$ cat config.mk
export PLATFORM = sky130hd
export DESIGN_NAME = relu_out_buffer
export DESIGN_NICKNAME = d
export VERILOG_FILES = /design/src/rtl/npu_pkg.sv /design/src/rtl/npu_sync_fifo.sv /design/src/rtl/relu_out_buffer.sv
export SDC_FILE = /design/constraint.sdc
export NUM_CORES = 1
export LEC_CHECK = 0
export CELL_PAD_IN_SITES_DETAIL_PLACEMENT = 0
export CELL_PAD_IN_SITES_GLOBAL_PLACEMENT = 2
export CORE_UTILIZATION = 48
export DETAILED_ROUTE_END_ITERATION = 10
export PLACE_DENSITY_LB_ADDON = 0.3
export SLEW_MARGIN = 20
export SYNTH_ARGS = -nofsm -noshare
export SYNTH_HDL_FRONTEND = slang
export SYNTH_SLANG_ARGS = --single-unit
export TNS_END_PERCENT = 100
$ cat constraint.sdc
create_clock -name CLK -period 5.3 [get_ports CLK]
set_input_delay 0.795 -clock CLK [delete_from_list [all_inputs] [get_ports CLK]]
set_output_delay 0.795 -clock CLK [all_outputs]
set_load 0.01 [all_outputs]
$ cat src/rtl/npu_pkg.sv
// Shared NPU defaults used by the datapath buffers.
package npu_pkg;

  localparam int DATA_W     = 16;
  localparam int OBUF_DEPTH = 8;

endpackage

$ cat src/rtl/npu_sync_fifo.sv
// Synchronous FIFO storage and wrap-around pointers; occupancy is tracked by the caller.
module npu_sync_fifo #(
  parameter int DATA_W = npu_pkg::DATA_W,
  parameter int DEPTH  = npu_pkg::OBUF_DEPTH
) (
  input  logic              clk,
  input  logic              rst,
  input  logic              wr_en,
  input  logic [DATA_W-1:0] wr_data,
  input  logic              rd_en,
  output logic [DATA_W-1:0] rd_data
);

  localparam int PTR_W = $clog2(DEPTH);

  logic [DATA_W-1:0] mem [DEPTH];
  logic [PTR_W-1:0]  wr_ptr;
  logic [PTR_W-1:0]  rd_ptr;

  // NOTE: sequential state uses non-blocking assignments so every register samples pre-edge values.
  // DEPTH is a power of two, so pointers wrap from DEPTH-1 to 0 by natural overflow.
  always_ff @(posedge clk) begin
    if (rst) begin
      wr_ptr <= '0;
      rd_ptr <= '0;
    end else begin
      if (wr_en) wr_ptr <= wr_ptr + PTR_W'(1);
      if (rd_en) rd_ptr <= rd_ptr + PTR_W'(1);
    end
  end

  // NOTE: the storage array has no reset; validity is carried by the occupancy count alone.
  always_ff @(posedge clk) begin
    if (wr_en) mem[wr_ptr] <= wr_data;
  end

  assign rd_data = mem[rd_ptr];

endmodule

$ cat src/rtl/relu_out_buffer.sv
// Output buffer after the ReLU stage: FIFO with valid/ready drain, occupancy and sticky overflow.
module relu_out_buffer #(
  parameter int DATA_W = npu_pkg::DATA_W,
  parameter int DEPTH  = npu_pkg::OBUF_DEPTH
) (
  input  logic                     CLK,
  input  logic                     RST_OBUF,
  input  logic [DATA_W-1:0]        ReLU_OUT,
  input  logic                     ReLU_VALID,
  output logic [DATA_W-1:0]        OBUF_DATA,
  output logic                     OBUF_VALID,
  input  logic                     OBUF_READY,
  output logic [$clog2(DEPTH):0]   OBUF_COUNT,
  output logic                     OBUF_FULL,
  output logic                     OBUF_EMPTY,
  output logic                     OBUF_OVF,
  input  logic                     CLR_OVF
);

  localparam int CNT_W = $clog2(DEPTH) + 1;

  logic [CNT_W-1:0]  count;
  logic              ovf;
  logic              full;
  logic              empty;
  logic              push;
  logic              pop;
  logic [DATA_W-1:0] head;

  assign full  = (count == CNT_W'(DEPTH));
  assign empty = (count == '0);
  assign pop   = !empty && OBUF_READY;
  // A full buffer still accepts a word when the head leaves in the same cycle.
  assign push  = ReLU_VALID && (!full || pop);

  npu_sync_fifo #(
    .DATA_W (DATA_W),
    .DEPTH  (DEPTH)
  ) u_fifo (
    .clk     (CLK),
    .rst     (RST_OBUF),
    .wr_en   (push),
    .wr_data (ReLU_OUT),
    .rd_en   (pop),
    .rd_data (head)
  );

  always_ff @(posedge CLK) begin
    if (RST_OBUF) begin
      count <= '0;
    end else if (push && !pop) begin
      count <= count + CNT_W'(1);
    end else if (pop && !push) begin
      count <= count - CNT_W'(1);
    end
  end

  // A new overflow wins over a coincident clear.
  always_ff @(posedge CLK) begin
    if (RST_OBUF) begin
      ovf <= 1'b0;
    end else if (ReLU_VALID && !push) begin
      ovf <= 1'b1;
    end else if (CLR_OVF) begin
      ovf <= 1'b0;
    end
  end

  // Unwritten storage is masked so the output reads zero whenever nothing is held.
  assign OBUF_DATA  = empty ? '0 : head;
  assign OBUF_VALID = !empty;
  assign OBUF_COUNT = count;
  assign OBUF_FULL  = full;
  assign OBUF_EMPTY = empty;
  assign OBUF_OVF   = ovf;

endmodule

==> results of run 1 <==
## kinds of logic after synthesis
| family | after synthesis | share of synthesized area, % |
|---|---|---|
| AND/OR/NAND/NOR | 52 | 4.334 |
| AO/OA/AOI/OAI | 9 | 1.174 |
| multiplexers | 51 | 16.46 |
| adder cells (fa/ha/maj) | 6 | 1.490 |
| buffers and inverters | 16 | 1.354 |
| flip-flops | 142 | 74.40 |
| XOR/XNOR | 5 | 0.7900 |
## metal layers
layer	vias to the layer above	GRT usage, %
met5	-	0
met4	0	4.857
met3	2	5.335
met2	62	30.01
met1	1445	25.41
li1	1234	-
## critical path: stages (launching register included)
cell and delay, ns:
dfxtp_2 0.91, buf_4 0.34, mux4_2 0.51, mux2i_1 0.14, nor2_1 0.05, clkdlybuf4s50_1 0.49
## cell type report
| cell class | count | area share (%) |
|---|---|---|
| sequential | 142 | 61.14 |
| multi-input combinational | 123 | 20.24 |
| timing repair buffer | 52 | 7.416 |
| clock buffer | 17 | 6.303 |
| tap | 140 | 2.595 |
| clock inverter | 14 | 2.132 |
| inverter | 3 | 0.1669 |
## state kept, by name, indices dropped and copies added (netlist names), named ones only
signal	count
u_fifo.rd_ptr	3
u_fifo.mem	128
OBUF_COUNT	4
OBUF_OVF	1
u_fifo.wr_ptr	3
## synthesized netlist by cell type (2+ instances only)
cell type,number
edfxtp_1,128
nor2_1,35
mux4_2,32
mux2i_1,18
dfxtp_1,14
buf_1,5
ha_1,5
a21oi_1,4
nand2_1,4
xor2_1,4
buf_2,3
buf_4,3
nand3_1,3
clkbuf_1,2
inv_1,2
nand2b_1,2
nor2b_1,2
nor3_1,2
## power breakdown
group	switching, W	internal, W	total [W]	leakage (nW)
combinational	0.000308	0.000451	0.000759	0.621
sequential	0.000110	0.00129	0.00140	1.28
clock	0.000438	0.000689	0.00113	0.271
## placed cells by master, fill, tap and decap left out, types with 2 or more instances in the layout
| cell | n |
|---|---|
| nor2b_1 | 2 |
| clkbuf_16 | 17 |
| a21oi_1 | 4 |
| nor2_1 | 35 |
| xor2_1 | 4 |
| ha_1 | 5 |
| clkinv_4 | 3 |
| edfxtp_1 | 128 |
| bufinv_16 | 2 |
| inv_6 | 2 |
| nand2_1 | 4 |
| dfxtp_1 | 12 |
| clkinv_2 | 2 |
| nand3_1 | 3 |
| nand2b_1 | 2 |
| buf_4 | 8 |
| clkdlybuf4s50_1 | 44 |
| clkinvlp_4 | 3 |
| inv_1 | 2 |
| dfxtp_2 | 2 |
| mux2i_1 | 18 |
| nor3_4 | 2 |
| clkinv_1 | 3 |
| mux4_2 | 32 |
## stage by stage
stage | cells | setup WS (ns) | utilization, % | hold slack [ns]
after floorplan | 281 | 2.688 | - | 0.4467
after global placement | 460 | 1.988 | 56.02 | 0.4606
after detailed placement | 460 | 1.961 | 56.02 | 0.4753
after CTS | 491 | 1.531 | 61.18 | 0.4883
after global routing | 491 | 1.374 | 61.18 | 0.5174
final | 491 | 1.640 | 61.18 | 0.4840
## final timing paths
path / start / end / slack (ns) / depth (start not counted)
max: flip-flop / OBUF_DATA[14] / 1.64 / 5
min: u_fifo.rd_ptr[1]$_SDFFE_PP0N_ / flip-flop / 0.48 / 2
max reg2reg: OBUF_COUNT[0]$_SDFFE_PP0P_ / OBUF_COUNT[3]$_SDFFE_PP0P_ / 2.53 / 9
min reg2reg: u_fifo.rd_ptr[1]$_SDFFE_PP0N_ / flip-flop / 0.48 / 2
==> summary.txt, run 1 <==
Outcome
  – Status: finished, final reports clean

Synthesis
  – Most area-hungry cell type in the Yosys netlist: edfxtp_1
  – Synth top area cells: edfxtp_1 69%, mux4_2 13%, dfxtp_1 5.1%
  – Post-synth EDFFs: about 130
  – Flops & latches, synth: roughly 140
  – Synth async-reset ratio: 0%
  – Post-synth top area share: about 69%
  – Syn_nets: approximately 310
  – Main synth FF type: edfxtp_1
  – Syn_area_per_cell: around 20 um2
  – Yosys warns: 0
  – Sequential element share of the synthesized area: between 70% and 80%
  – Synth Cell Area: approximately 5500 um2
  – Unique masters post-synth: 31
  – Mapped Cells: ~280

Floorplan
  – # IOs: between 40 and 50
  – Initial Utilization: between 50% and 60%
  – Die Y: roughly 110 um
  – Total core area: around 11000 um2
  – Die X: between 100 and 150 um
  – Die Footprint: around 12000 um2
  – Row Count: 38

Power and ir drop
  – Final Power: between 0.003 and 0.004 W
  – Max VDD drop: about 220 uV
  – PD cells: 486.2 nW/um2
  – P_leak: 2.169 nW

Detailed routing
  – ANT nets after route: 0
  – Drt first pass iters: 8
  – Vias: about 2700
  – Initial DRC Count: 210
  – DR DRC count: 0
  – Highest Signal Layer: met4
  – Vias per cell: between 5 and 6
  – WL final: just under 10 mm
  – Routed met1 length: approximately 4.6 mm
  – Routed WL per cell: about 20 um
  – WL met2: around 5.0 mm
  – Met3 wire len: about 370 um

Cells and area
  – Area of the multi-input gates: approximately 1400 um2
  – # fillers: 811
  – Final instance area: approximately 6700 um2
  – Share of cells above drive strength 1: 22.51%
  – Fin nets: approximately 370
  – Area Overhead vs Synth: 21.76%
  – FF/Latch Area: 4126 um2
  – Final antenna diode count: 0

Clocking
  – Clk root buf: clkbuf_16
  – # hold bufs at CTS: 0
  – CTS resizes: 0
  – Worst-Skew Late Latency: 0.40 ns
  – Number of clock buffers inserted by TritonCTS: 17
  – Setup repair bufs after CTS: 0
  – Clock Path Buffers: 2
  – CTS clk-pin slew, worst paths: about 0.060 ns
  – TritonCTS clock tree: yes
  – H-tree levels: 4
  – CTS Sinks: ~140

Timing
  – Setup violators final: 0
  – Setup Skew: 0.01278 ns
  – Final period util: a little under 70%
  – Hold Vio Cnt, Final: 0
  – Max Slew Vio Count: 0
  – RSZ-0062 raised after global routing: false
  – Fmax: ~270 MHz
  – Setup_tns: 0 ns
  – Worst-Margin Slew: 1.003 ns
  – Post-layout min period: around 3.7 ns
  – Max-slew headroom: between 30 and 40%

Critical path
  – Crit. End Element: output pin
  – Setup CP Type: flip-flop to output pin
  – Crit Path Max Fanout: 25
  – Worst EP required: ~4.5 ns
  – Critical Path Start Type: flip-flop
  – CP Data Arrival Time: 2.86 ns

Placement
  – Post-DP Area: 6180 um2
  – Final GP Congestion: approximately 0.67
  – HPWL Detailed: between 5 and 6 mm
  – PortBufs: 44

GRT
  – Gr usage total: between 10% and 20%
  – Initial antenna violation count: 0
  – Vias in the first global route: 2823
  – Total grt overflow: 0
  – First-pass GRT wire length: approximately 16 mm
  – Largest net degree at the start of global routing: 33

Hold path
  – Min-delay worst type: flip-flop to flip-flop

Job
  – Max-Cap Viols: 0
Power figures use the tool's default switching activity.
==> run 2: changes to the inputs <==
--- a/config.mk
+++ b/config.mk
@@ -7,7 +7,7 @@
 export LEC_CHECK = 0
 export CELL_PAD_IN_SITES_DETAIL_PLACEMENT = 0
 export CELL_PAD_IN_SITES_GLOBAL_PLACEMENT = 2
-export CORE_UTILIZATION = 48
+export CORE_UTILIZATION = 44
 export DETAILED_ROUTE_END_ITERATION = 10
 export PLACE_DENSITY_LB_ADDON = 0.3
 export SLEW_MARGIN = 20
==> constraint.sdc (replaced) <==
create_clock -name CLK -period 3.8 [get_ports CLK]
set_input_delay 0.57 -clock CLK [delete_from_list [all_inputs] [get_ports CLK]]
set_output_delay 0.57 -clock CLK [all_outputs]
set_load 0.01 [all_outputs]
==> run 2 against run 1 <==
Combinational power up 52%. Via count is 1.2% lower. Flip-flop and latch count stayed put. Critical path type unchanged. Highest routed layer unchanged.
==> summary.txt, run 2 (same netlist as run 1, synthesis figures left out) <==
Detailed routing
  – DR DRC count: 0 (unchanged)
  – ANT nets after route: 0 (unchanged)
  – Initial DRC Count: 147 (-30%)
  – Routed WL per cell: 18.98 um (-6.1%)
  – Vias per cell: 5.184 (-7.2%)
  – Vias: 2711 (-1.2%)
  – WL final: 9.926 mm (unchanged)
  – Drt first pass iters: 4 (-4)

Placement
  – Final GP Congestion: 0.6657 (-1.3%)
  – HPWL Detailed: 5.632 mm (-3.2%)
  – Post-DP Area: 6236 um2 (+0.91%)
  – Placed insts: 491 (+6.7%)
  – Pre-CTS setup slack: 0.8688 ns (-1.092 ns)
  – PortBufs: 44 (unchanged)

GRT
  – Total grt overflow: 0 (unchanged)
  – Initial antenna violation count: 0 (unchanged)
  – Vias in the first global route: 2772 (-1.8%)
  – Largest net degree at the start of global routing: 33 (unchanged)
  – First-pass GRT wire length: 15.32 mm (-1.7%)
  – Gr usage total: 16.71% (-2.0 points)

Timing
  – Worst-Margin Slew: 0.6476 ns (-0.3559 ns)
  – Hold Vio Cnt, Final: 0 (unchanged)
  – Max-slew headroom: 56.56% (+24 points)
  – Final period util: ~83%
  – Setup Skew: 0.005957 ns (-0.006827 ns)
  – Max Slew Vio Count: 0 (unchanged)
  – Final WS setup: 0.6465 ns (-0.9936 ns)
  – Setup violators final: 0 (unchanged)
  – Fmax: between 300 and 400 MHz
  – Setup_tns: 0 ns (unchanged)
  – RSZ-0062 raised after global routing: false
  – Post-layout min period: about 3.2 ns

Clocking
  – # hold bufs at CTS: 0 (unchanged)
  – Clock Path Buffers: 2 (unchanged)
  – CTS Sinks: 142 (unchanged)
  – Worst-Skew Late Latency: 0.41 ns (about the same)
  – Number of clock buffers inserted by TritonCTS: 17 (unchanged)
  – H-tree levels: 4 (unchanged)
  – Setup repair bufs after CTS: 0 (unchanged)
  – CTS resizes: 0 (unchanged)
  – Clk root buf: clkbuf_16
  – TritonCTS clock tree: yes
  – CTS clk-pin slew, worst paths: 0.06 ns (about the same)

Outcome
  – Status: finished, final reports clean

Cells and area
  – Commonest non-fill, non-tap cell in the layout: edfxtp_1
  – Final instance area: 6857 um2 (+1.6%)
  – FF/Latch Area: 4125 um2 (about the same)
  – Largest Register: u_fifo.mem
  – Fin nets: 369 (+0.82%)
  – # fillers: 946 (+17%)
  – Largest register FFs: 128 (unchanged)
  – Final antenna diode count: 0 (unchanged)
  – Most frequent cells in the layout: 128 x edfxtp_1, 44 x clkdlybuf4s50_1, 35 x nor2_1, 32 x mux4_2, 18 x mux2i_1
  – Share of cells above drive strength 1: 23.38% (+0.87 points)
  – Area Overhead vs Synth: 23.70%
  – Fin cells: 523 (+6.5%)
  – Area of the multi-input gates: 1354 um2 (-0.92%)

Critical path
  – CP peak stage delay: 0.64 ns (-0.27 ns)
  – Reg2reg end: OBUF_COUNT[3]$_SDFFE_PP0P_
  – Cells on worst reg2reg path: 9 (unchanged)
  – Crit. End Element: output pin
  – Setup CP Type: flip-flop to output pin
  – Worst EP required: 3.23 ns (-1.28 ns)
  – Crit Path Max Fanout: 20 (-20%)
  – Critical Path Start Type: flip-flop
  – CP Data Arrival Time: 2.58 ns (-0.28 ns)
  – R2r startpoint: OBUF_COUNT[0]$_SDFFE_PP0P_
  – Max stage delay cell, worst path: dfxtp_2
  – FF-to-FF setup slack: 1.04 ns (-1.49 ns)
  – Worst path cell trace: buf_12 > mux4_2 > mux2i_1 > nor2_1 > clkdlybuf4s50_1

Floorplan
  – # IOs: 45 (unchanged)
  – Die Y: 114.2 um (+4.4%)
  – Row Count: 40 (+5.3%)
  – Initial Utilization: 45.58% (-4.7 points)
  – Total core area: 12160 um2 (+10%)
  – Die X: 114.2 um (+4.4%)
  – Die Footprint: 13050 um2 (+8.9%)

Power and ir drop
  – P_leak: 2.216 nW (+2.2%)
  – PD cells: 690.9 nW/um2 (+42%)
  – Max VDD drop: 371.9 uV (+68%)
  – Final Power: 0.004737 W (+44%)

Hold path
  – Min-delay worst type: flip-flop to flip-flop
  – Hold path depth: 2 (unchanged)
  – Min-delay src: u_fifo.rd_ptr[1]$_SDFFE_PP0N_

Job
  – Max-Cap Viols: 0 (unchanged)
[run 2: changes by cell type in the layout (fill, tap and decap cells not counted), sizes merged]
cell / before / now
bufinv: 2 / 4
buf: 8 / 11
clkinvlp: 3 / 4
clkinv: 8 / 7
inv: 4 / 3
[run 2: critical path, delay by kind of cell (launching register included)]
family	cells	cell delay [ns]
flip-flops	1	0.64
buffers and inverters	2	0.76
AND/OR/NAND/NOR	1	0.06
multiplexers	2	0.70
[run 2: how the worst max path moves through the flow]
stage                                  to  slack, ns  depth (start not counted)
4_1_cts                      OBUF_DATA[8]       0.55                          5
5_1_grt                      OBUF_DATA[3]       0.49                          5
2_1_floorplan  OBUF_COUNT[3]$_SDFFE_PP0P_       1.19                          9
3_5_place_dp   OBUF_COUNT[3]$_SDFFE_PP0P_       0.87                          9
3_3_place_gp   OBUF_COUNT[3]$_SDFFE_PP0P_       0.89                          9
6_report                     OBUF_DATA[3]       0.65                          5
[run 2: cell type report]
cell class,instances,share of cell area [%]
Tap cell,168,3.066
Clock inverter,15,2.847
Clock buffer,17,6.204
Timing Repair Buffer,55,7.810
Inverter,3,0.1642
Multi-Input combinational cell,123,19.74
Sequential cell,142,60.16
[run 2: stage by stage]
stage	utilization, %	hold WS, ns
floorplan	-	0.4467
global placement	51.28	0.4833
detailed placement	51.28	0.4919
CTS	56.38	0.5040
global route	56.38	0.5189
finish	56.38	0.4945
[run 2: metal layers]
layer / share of wire (%) / vias to the layer above / track usage, %
met3: 4.6 / 14 / 4.500
li1: - / 1239 / -
met5: 0 / - / 0
met2: 50 / 58 / 27.03
met4: 1.4 / 0 / 6.234
met1: 44 / 1400 / 21.80
[run 2: report_power, final]
part	internal, W	leakage (nW)	switching, W
Combinational	0.000648	0.646	0.000504
Sequential	0.00179	1.28	0.0000862
Clock	0.00109	0.293	0.000613
==> run 3: changes to the inputs <==
--- a/config.mk
+++ b/config.mk
@@ -7,7 +7,7 @@
 export LEC_CHECK = 0
 export CELL_PAD_IN_SITES_DETAIL_PLACEMENT = 0
 export CELL_PAD_IN_SITES_GLOBAL_PLACEMENT = 2
-export CORE_UTILIZATION = 44
+export CORE_UTILIZATION = 40
 export DETAILED_ROUTE_END_ITERATION = 10
 export PLACE_DENSITY_LB_ADDON = 0.3
 export SLEW_MARGIN = 20
==> constraint.sdc (replaced) <==
create_clock -name CLK -period 2.72 [get_ports CLK]
set_input_delay 0.408 -clock CLK [delete_from_list [all_inputs] [get_ports CLK]]
set_output_delay 0.408 -clock CLK [all_outputs]
set_load 0.01 [all_outputs]
==> run 3 against run 2 <==
Largest cell class unchanged. Hold slack lost 0.013 ns. Critical path type is now flip-flop to flip-flop. Setup slack lost 0.53 ns. First-iteration DRC count rose by 36%. Core utilization is 4.1 points lower. Critical path depth grew 4. Largest power group unchanged.
==> summary.txt, run 3 (same netlist as run 1, synthesis figures left out) <==
Outcome
  – Status: finished, final reports clean

Timing
  – Worst-Margin Slew: 0.5242 ns (-0.1234 ns)
  – Setup Skew: 0.007456 ns (+0.001499 ns)
  – Max Slew Vio Count: 0 (unchanged)
  – Hold slack final: 0.4816 ns (-0.01290 ns)
  – Setup_tns: 0 ns (unchanged)
  – Setup violators final: 0 (unchanged)
  – RSZ-0062 raised after global routing: false
  – Max-slew headroom: 64.95% (+8.4 points)
  – Fmax: slightly below 400 MHz
  – Final period util: between 90% and 100%
  – Hold Vio Cnt, Final: 0 (unchanged)
  – Post-layout min period: between 2 and 3 ns

Detailed routing
  – WL final: 10.16 mm (+2.4%)
  – Drt first pass iters: 4 (unchanged)
  – Vias per cell: 5.085 (-1.9%)
  – ANT nets after route: 0 (unchanged)
  – Vias: 2756 (+1.7%)
  – Initial DRC Count: 200 (+36%)
  – DR DRC count: 0 (unchanged)
  – Routed WL per cell: 18.75 um (-1.2%)

Critical path
  – Critical Path Start Type: flip-flop
  – R2r startpoint: OBUF_COUNT[0]$_SDFFE_PP0P_
  – Levels on crit path: 9 (+4)
  – FF-to-FF setup slack: 0.12 ns (-0.92 ns)
  – Crit Path Max Fanout: 4 (-80%)
  – Reg2reg end: OBUF_COUNT[3]$_SDFFE_PP0P_
  – CP peak stage delay: 0.57 ns (-0.07 ns)
  – Worst path cell trace: or4b_4 > o21a_4 > ha_1 > inv_1 > ha_1 > a21oi_2 > a211oi_1 > a31oi_1 > mux2_2
  – CP Data Arrival Time: 2.90 ns (+0.32 ns)
  – Setup CP Type: flip-flop to flip-flop
  – Crit path from: OBUF_COUNT[0]$_SDFFE_PP0P_
  – Cells on worst reg2reg path: 9 (unchanged)
  – Cell mode on critical path: ha_1
  – Worst setup endpoint: OBUF_COUNT[3]$_SDFFE_PP0P_
  – Crit. End Element: flip-flop
  – WP buf/inv: 1 (-1)
  – Max stage delay cell, worst path: or4b_4
  – Delay-heaviest family, CP: compound AO/OA/AOI/OAI gates
  – Worst EP required: 3.02 ns (-0.21 ns)

Clocking
  – CTS Sinks: 142 (unchanged)
  – Number of clock buffers inserted by TritonCTS: 17 (unchanged)
  – TritonCTS clock tree: yes
  – H-tree levels: 4 (unchanged)
  – Clk root buf: clkbuf_16
  – CTS clk-pin slew, worst paths: 0.06 ns (about the same)
  – Worst-Skew Late Latency: 0.41 ns (about the same)
  – Clock Path Buffers: 2 (unchanged)

Power and ir drop
  – Switching Fraction: 25.38% (about the same)
  – Psw: 0.001667 W (+39%)
  – Part of the power in registers: 39.3% (-0.3 points)
  – PD cells: 938.3 nW/um2 (+36%)
  – Comb pwr share: 27.4% (+3.1 points)
  – Cell-internal power: 0.004903 W (+39%)
  – Clock share of power: 33.3% (-2.7 points)
  – P_leak: 2.509 nW (+13%)
  – Max VDD drop: 433.4 uV (+17%)

Placement
  – HPWL Detailed: 6.063 mm (+7.6%)
  – Final GP Congestion: 0.6905 (+3.7%)
  – Placed insts: 512 (+4.3%)
  – PortBufs: 44 (unchanged)

Cells and area
  – # fillers: 1081 (+14%)
  – Final antenna diode count: 0 (unchanged)
  – Most frequent cells in the layout: 128 x edfxtp_1, 35 x nor2_1, 32 x mux4_2, 27 x clkdlybuf4s50_1, 21 x buf_4
  – Area Overhead vs Synth: 26.32%
  – Fin cells: 542 (+3.6%)
  – Fin nets: 383 (+3.8%)
  – Share of cells above drive strength 1: 25.68% (+2.3 points)
  – Largest Register: u_fifo.mem
  – Commonest non-fill, non-tap cell in the layout: edfxtp_1
  – Largest register FFs: 128 (unchanged)

GRT
  – Vias in the first global route: 2885 (+4.1%)
  – Largest net degree at the start of global routing: 33 (unchanged)
  – Total grt overflow: 0 (unchanged)
  – Gr usage total: 15.42% (-1.3 points)
  – Initial antenna violation count: 0 (unchanged)
  – First-pass GRT wire length: 15.91 mm (+3.8%)

Floorplan
  – # IOs: 45 (unchanged)
  – Die X: 119.7 um (+4.8%)
  – Die Y: 119.7 um (+4.8%)
  – Initial Utilization: 41.36% (-4.2 points)
  – Die Footprint: 14330 um2 (+9.8%)
  – Total core area: 13400 um2 (+10%)
  – Row Count: 42 (+5.0%)

Job
  – Max-Cap Viols: 0 (unchanged)

Hold path
  – Min-delay worst type: flip-flop to flip-flop
==> run 3: cell count changes in the layout (fill, tap and decap cells not counted), sizes merged <==
cell           previous run  this run
buf                      11        25
bufinv                    4         3
clkbuf                   17        18
clkdlybuf4s50            44        27
clkinv                    7         9
clkinvlp                  4         0
dlymetal6s2s              0        17
inv                       3         2
==> run 3: layer usage <==
metal  GRT usage [%]  share of wire, %  up-vias
li1                -                 -     1266
met3           4.468               3.9       20
met5               0                 0        -
met4           5.859               1.6        0
met1           20.32                47     1414
met2           24.28                48       56
==> run 3: per-stage QoR <==
stage | cell area (um2) | total power (W) | worst slack (ns) | utilization (%)
5_1_grt | 7002 | 0.006869 | 0.004820 | 52.25
3_3_place_gp | 6369 | 0.004434 | 0.06488 | 47.53
6_report | 7002 | 0.006570 | 0.1202 | 52.25
4_1_cts | 6954 | 0.006690 | 0.01797 | 51.90
2_1_floorplan | 5543 | 0.003667 | 0.1084 | -
3_5_place_dp | 6369 | 0.004444 | 0.02996 | 47.53
==> run 3: worst min path at each step <==
stage          slack (ns)                       endpoint                           from  cells after the start
4_1_cts              0.49                      flip-flop  u_fifo.rd_ptr[1]$_SDFFE_PP0N_                      2
3_3_place_gp         0.47  u_fifo.rd_ptr[1]$_SDFFE_PP0N_  u_fifo.rd_ptr[1]$_SDFFE_PP0N_                      2
6_report             0.48                      flip-flop  u_fifo.rd_ptr[1]$_SDFFE_PP0N_                      2
3_5_place_dp         0.48  u_fifo.rd_ptr[1]$_SDFFE_PP0N_  u_fifo.rd_ptr[1]$_SDFFE_PP0N_                      2
2_1_floorplan        0.45                      flip-flop  u_fifo.rd_ptr[1]$_SDFFE_PP0N_                      2
5_1_grt              0.53                      flip-flop  u_fifo.rd_ptr[1]$_SDFFE_PP0N_                      2
==> run 3: area by class of cell <==
cell class / instances / area, um2 / share of cell area, %
clock buffers: 18 / 429.2 / 6.129
clock inverters: 11 / 126.4 / 1.805
inverters: 3 / 23.77 / 0.3395
multi-input cells: 123 / 1358 / 19.39
flip-flops and latches: 142 / 4129 / 58.97
well taps: 176 / 220.2 / 3.145
repair buffers: 69 / 715.7 / 10.22
==> run 3: worst reg2reg max path, stage by stage (launching register included) <==
cell,delay [ns]
dfxtp_1,0.33
or4b_4,0.57
o21a_4,0.22
ha_1,0.20
inv_1,0.13
ha_1,0.29
a21oi_2,0.15
a211oi_1,0.08
a31oi_1,0.16
mux2_2,0.34
==> run 3: what timing repair did <==
| action | in CTS | in global routing |
|---|---|---|
| buffers inserted | 1 | 0 |
| hold endpoints to repair | 0 | 0 |
| pin swaps | 0 | 0 |
| setup endpoints to repair | 17 | 18 |
| hold buffers | 0 | 0 |
| resized for setup | 6 | 19 |
==> run 3: power by group through the flow <==
stage | clock network (W) | logic (W) | registers (W)
after floorplan | 0 | 0.00106 | 0.00261
after detailed placement | 0 | 0.00181 | 0.00263
after CTS | 0.00223 | 0.00188 | 0.00258
after global routing | 0.00231 | 0.00196 | 0.00260
after global placement | 0 | 0.00181 | 0.00262
final | 0.00219 | 0.00180 | 0.00258
